[src/rtl/johnson_phase_decoder.sv]
// Decodes a 4-bit Johnson code into a phase index, tracks sequence lock and
// counts step violations (saturating) and completed revolutions.
module johnson_phase_decoder #(
   parameter int unsigned LOCK_CNT = 4,
   parameter int unsigned ERR_W    = 8
) (
   input  logic             clk,
   input  logic             rst,
   input  logic             en,
   input  logic [3:0]       q_in,
   output logic [2:0]       phase,
   output logic [7:0]       onehot,
   output logic             code_legal,
   output logic             locked,
   output logic             step_err,
   output logic             wrap_pulse,
   output logic [ERR_W-1:0] err_cnt,
   output logic [15:0]      rev_cnt,
   output logic [1:0]       fsm_state
);

   typedef enum logic [1:0] {
      UNLOCK = 2'd0,
      ACQ    = 2'd1,
      LOCKED = 2'd2
   } state_t;

   state_t     state, state_nxt;
   logic [3:0] gcnt, gcnt_nxt, gcnt_inc;
   logic       dec_legal;
   logic [2:0] dec_phase, phase_succ;
   logic       is_succ, is_rep, lock_hit;
   logic       err_evt, wrap_evt;

   always_comb begin
      dec_legal = 1'b1;
      dec_phase = 3'd0;
      case (q_in)
         4'b0000: dec_phase = 3'd0;
         4'b0001: dec_phase = 3'd1;
         4'b0011: dec_phase = 3'd2;
         4'b0111: dec_phase = 3'd3;
         4'b1111: dec_phase = 3'd4;
         4'b1110: dec_phase = 3'd5;
         4'b1100: dec_phase = 3'd6;
         4'b1000: dec_phase = 3'd7;
         default: dec_legal = 1'b0;
      endcase
   end

   // phase always holds the last legal sample, so it is the reference for
   // successor/repeat classification in ACQ and LOCKED.
   assign phase_succ = phase + 3'd1;
   assign is_succ    = dec_legal && (dec_phase == phase_succ);
   assign is_rep     = dec_legal && (dec_phase == phase);
   assign gcnt_inc   = gcnt + 4'd1;
   assign lock_hit   = (gcnt_inc == 4'(LOCK_CNT));

   always_ff @(posedge clk or posedge rst) begin
      if (rst) begin
         state <= UNLOCK;
         gcnt  <= 4'd0;
      end else begin
         state <= state_nxt;
         gcnt  <= gcnt_nxt;
      end
   end

   always_comb begin
      state_nxt = state;
      gcnt_nxt  = gcnt;
      err_evt   = 1'b0;
      wrap_evt  = 1'b0;
      if (en) begin
         case (state)
            UNLOCK: begin
               if (dec_legal) begin
                  state_nxt = ACQ;
                  gcnt_nxt  = 4'd0;
               end
            end
            ACQ: begin
               if (!dec_legal) begin
                  state_nxt = UNLOCK;
                  gcnt_nxt  = 4'd0;
               end else if (is_succ) begin
                  if (lock_hit) begin
                     state_nxt = LOCKED;
                     gcnt_nxt  = 4'd0;
                  end else begin
                     gcnt_nxt = gcnt_inc;
                  end
               end else if (!is_rep) begin
                  gcnt_nxt = 4'd0;
               end
            end
            LOCKED: begin
               if (!dec_legal) begin
                  err_evt   = 1'b1;
                  state_nxt = UNLOCK;
                  gcnt_nxt  = 4'd0;
               end else if (is_succ) begin
                  wrap_evt = (phase == 3'd7);
               end else if (!is_rep) begin
                  err_evt   = 1'b1;
                  state_nxt = ACQ;
                  gcnt_nxt  = 4'd0;
               end
            end
            default: begin
               state_nxt = UNLOCK;
               gcnt_nxt  = 4'd0;
            end
         endcase
      end
   end

   always_ff @(posedge clk or posedge rst) begin
      if (rst) begin
         phase      <= 3'd0;
         code_legal <= 1'b0;
         step_err   <= 1'b0;
         wrap_pulse <= 1'b0;
         err_cnt    <= '0;
         rev_cnt    <= 16'd0;
      end else if (en) begin
         code_legal <= dec_legal;
         if (dec_legal) phase <= dec_phase;
         step_err   <= err_evt;
         wrap_pulse <= wrap_evt;
         if (err_evt && (err_cnt != {ERR_W{1'b1}})) err_cnt <= err_cnt + 1'b1;
         if (wrap_evt) rev_cnt <= rev_cnt + 16'd1;
      end else begin
         step_err   <= 1'b0;
         wrap_pulse <= 1'b0;
      end
   end

   always_comb begin
      onehot = 8'd0;
      if (code_legal) onehot[phase] = 1'b1;
      locked    = (state == LOCKED);
      fsm_state = state;
   end

endmodule
[config.mk]
export PLATFORM = sky130hd
export DESIGN_NAME = johnson_phase_decoder
export DESIGN_NICKNAME = d
export VERILOG_FILES = /design/src/rtl/johnson_phase_decoder.sv
export SDC_FILE = /design/constraint.sdc
export NUM_CORES = 1
export LEC_CHECK = 0
export ABC_AREA = 1
export CELL_PAD_IN_SITES_DETAIL_PLACEMENT = 2
export CELL_PAD_IN_SITES_GLOBAL_PLACEMENT = 2
export CORE_MARGIN = 4
export CORE_UTILIZATION = 30
export CTS_CLUSTER_SIZE = 20
export DETAILED_ROUTE_END_ITERATION = 12
export PLACE_DENSITY = 0.86
export SLEW_MARGIN = 20
export SYNTH_ARGS = -nofsm -noshare
export SYNTH_HDL_FRONTEND = slang
export SYNTH_SLANG_ARGS = --single-unit
[constraint.sdc]
create_clock -name clk -period 3.6 [get_ports clk]
set_input_delay 0.72 -clock clk [delete_from_list [all_inputs] [get_ports clk]]
set_output_delay 0.72 -clock clk [all_outputs]
set_load 0.005 [all_outputs]
==> impl_results.md <==
* Number of setup violations in the final report at 0
* Internal cell power at 0.762 mW
* Commonest non-fill, non-tap cell in the layout: nand2_1
* Minimum clock period at 2570 ps
* Drt via density at 4.86
* Initial antenna violation count at 0
* Gr ovfl total at 0
* Core ar. at 0.00741 mm^2
* Drt pass-1 iters at 4
* Post-DR wirelength/cell at 15.5 um
* FF-to-FF setup slack at 1350 ps
* Ports at 48
* Critical Path Max Stage Delay at 510 ps
* Tcrit/Tclk final at 0.715
* RSZ-0062 raised after global routing: false
* Die ar. at 0.00926 mm^2
* Switching Share at 0.359
* Mapped cell area at 0.00233 mm^2
* Total Neg Setup Slack at 0 ps
* WHS at 540 ps
* Post-CTS setup buffer count at 0
* Cts hold-fix bufs at 0
* Mapped Cells at 312
* Layout Skew at 15.5 ps
* Layout cells sized above 1 at 0.0710
* IO buf count at 47
* Final Power at 1.19 mW
* Htree depth at 2
* Worst-skew pair later-pin latency at 290 ps
* Yosys warnings at 0
* First-pass GRT wire length at 12,300 um
* Avg Cell Area, Syn at 7.48 um^2
* Fin. max-slew vios at 0
* Post-CTS Resized at 0
* Fmax at 388 MHz
* Leak Pwr at 1.43 nW
* Delay-heaviest family, CP: simple AND/OR/NAND/NOR gates
* Peak VDD IR at 210 uV
* Combinational group share of total power at 0.323
* Post-Syn Nets at 328
* Cell area power density at 395 mW/mm^2
* Crit start category: primary input
* Status: finished, final reports clean
* Critical path type: primary input to flip-flop
* # diodes at 0
* HPWL Detailed at 5700 um
* #FFs+latches synth at 36
* Initial Util at 0.315
* Die extent in x at 96.2 um
* DRT iter0 DRCs at 31
* Hold WC Path Type: flip-flop to flip-flop
* Post-Route Utilization at 0.407
* Library cells used by synthesis at 26
* Setup crit end kind: flip-flop
* Post-route DRC at 0
* CP max-delay cell: clkdlybuf4s50_1
* Area grow syn2layout at 29.0%
* Clk sink count at 36
* Worst Path Buf+Inv at 2
* Die height at 96.2 um
* Final wirelength at 7210 um
* Net Sw Power at 0.427 mW
* Most frequent cells in the layout: nand2_1 (100), clkdlybuf4s50_1 (47), dfrtp_1 (36)
* Worst slew margin at 0.685
* Sequential area share after synthesis at 0.386
* Routed vias at 2,258
* Largest net degree at the start of global routing at 37
* ANT nets after route at 0
* Crit path max fanout at 10
* Num rows at 31
* Clk slew on worst S/H paths at 80 ps
* Total Routing Usage GR at 0.171
* Vias in the first global route at 2,484
* Worst path required time at 3790 ps
* Nets at 381
* CTS tree: yes
* Routability cong. at 0.807
* Worst endpoint data arrival time at 2760 ps
* Root buf cell: clkbuf_8
* CP cell instances: clkdlybuf4s50_1 > xnor2_1 > nand2_1 > nand2_1 > nand2_1 > nand3_2 > inv_2 > nor3_4 > nand2_4 > nand2_1 > nand2_1
* Clk pwr share at 0.263
* Hold Violations, Final at 0
* Max Buffers Root-to-Sink at 2
* CTS Buf Count at 5
* CP dominant cell by count: nand2_1
* Power share of the sequential group at 0.414
* MaxCap Viol Count at 0
* Worst slew pin tran at 472 ps
==> synthesized netlist by cell type <==
master / count / area share
nand2_1: 100 / 0.16
dfrtp_1: 36 / 0.39
inv_1: 33 / 0.053
nand3_1: 33 / 0.071
nor2_1: 22 / 0.035
xor2_1: 13 / 0.049
nand4_1: 10 / 0.027
ha_1: 9 / 0.048
o21ai_0: 8 / 0.017
xnor2_1: 8 / 0.030
nor3_1: 7 / 0.015
nand2_2: 5 / 0.013
o21ai_1: 5 / 0.011
inv_2: 4 / 0.0064
nor2_4: 3 / 0.014
nor4_1: 3 / 0.0080
nand2_4: 2 / 0.0096
nand3_2: 2 / 0.0086
nand3b_1: 2 / 0.0064
a21oi_1: 1 / 0.0021
buf_4: 1 / 0.0032
buf_6: 1 / 0.0048
nor3_4: 1 / 0.0070
nor3b_1: 1 / 0.0032
o21bai_1: 1 / 0.0032
xor2_2: 1 / 0.0070
==> final cells by class <==
cell class,count,area [um^2]
clock buffers,7,86.3
clock inverters,1,7.51
fillers,905,4400
inverters,37,139
multi-input cells,237,1280
flip-flops and latches,36,901
well taps,99,124
repair buffers,48,478
==> path summary, 6_finish.rpt <==
path | cells after the start | end | startpoint
worst max-delay path | 11 | err_cnt[0] | q_in[1]
worst min-delay path | 1 | rev_cnt[0] | rev_cnt[0]
worst max register to register | 12 | err_cnt[0] | phase[0]
worst min register to register | 1 | rev_cnt[0] | rev_cnt[0]
max in group asynchronous | 3 | rev_cnt[7] | rst
min in group asynchronous | 3 | err_cnt[3] | rst
==> per-layer routing <==
layer / GRT usage / vias up / wire (um)
met1: 0.207 / 1120 / 3210
met5: 0 / - / 0
met2: 0.316 / 29 / 3790
met3: 0.0242 / 6 / 151
li1: - / 1103 / -
met4: 0.0427 / 0 / 70
==> flip-flops by register name, indices dropped and copies added, names as in the netlist <==
signal,cells
phase,3
code_legal,1
err_cnt,8
fsm_state,2
step_err,1
gcnt,4
rev_cnt,16
wrap_pulse,1
==> kinds of logic (layout without fill, tap and decap cells) <==
group | after synthesis | in the layout | share of synthesized area
and+or+nand+nor | 191 | 191 | 0.379
buffers and inverters | 39 | 93 | 0.0675
DFF | 36 | 36 | 0.386
xor gates and xnor gates | 22 | 22 | 0.0857
AOI/OAI and AO/OA | 15 | 15 | 0.0332
adders and majority gates | 9 | 9 | 0.0482
==> power by group through the flow <==
stage          registers [mW]  logic (mW)  clock network [mW]
2_1_floorplan           0.490       0.217                   0
3_3_place_gp            0.499       0.371                   0
3_5_place_dp            0.503       0.390                   0
4_1_cts                 0.495       0.395               0.320
5_1_grt                 0.503       0.439               0.342
6_report                0.493       0.384               0.313
==> metrics by stage <==
step                worst slack, ps  area, um^2  cells
CTS                             983        3010    465
global route                    762        3010    465
finish                         1030        3010    465
global placement                790        2920    457
floorplan                      1660        2330    312
detailed placement              687        2920    457
(Power assumes the default switching activity.)
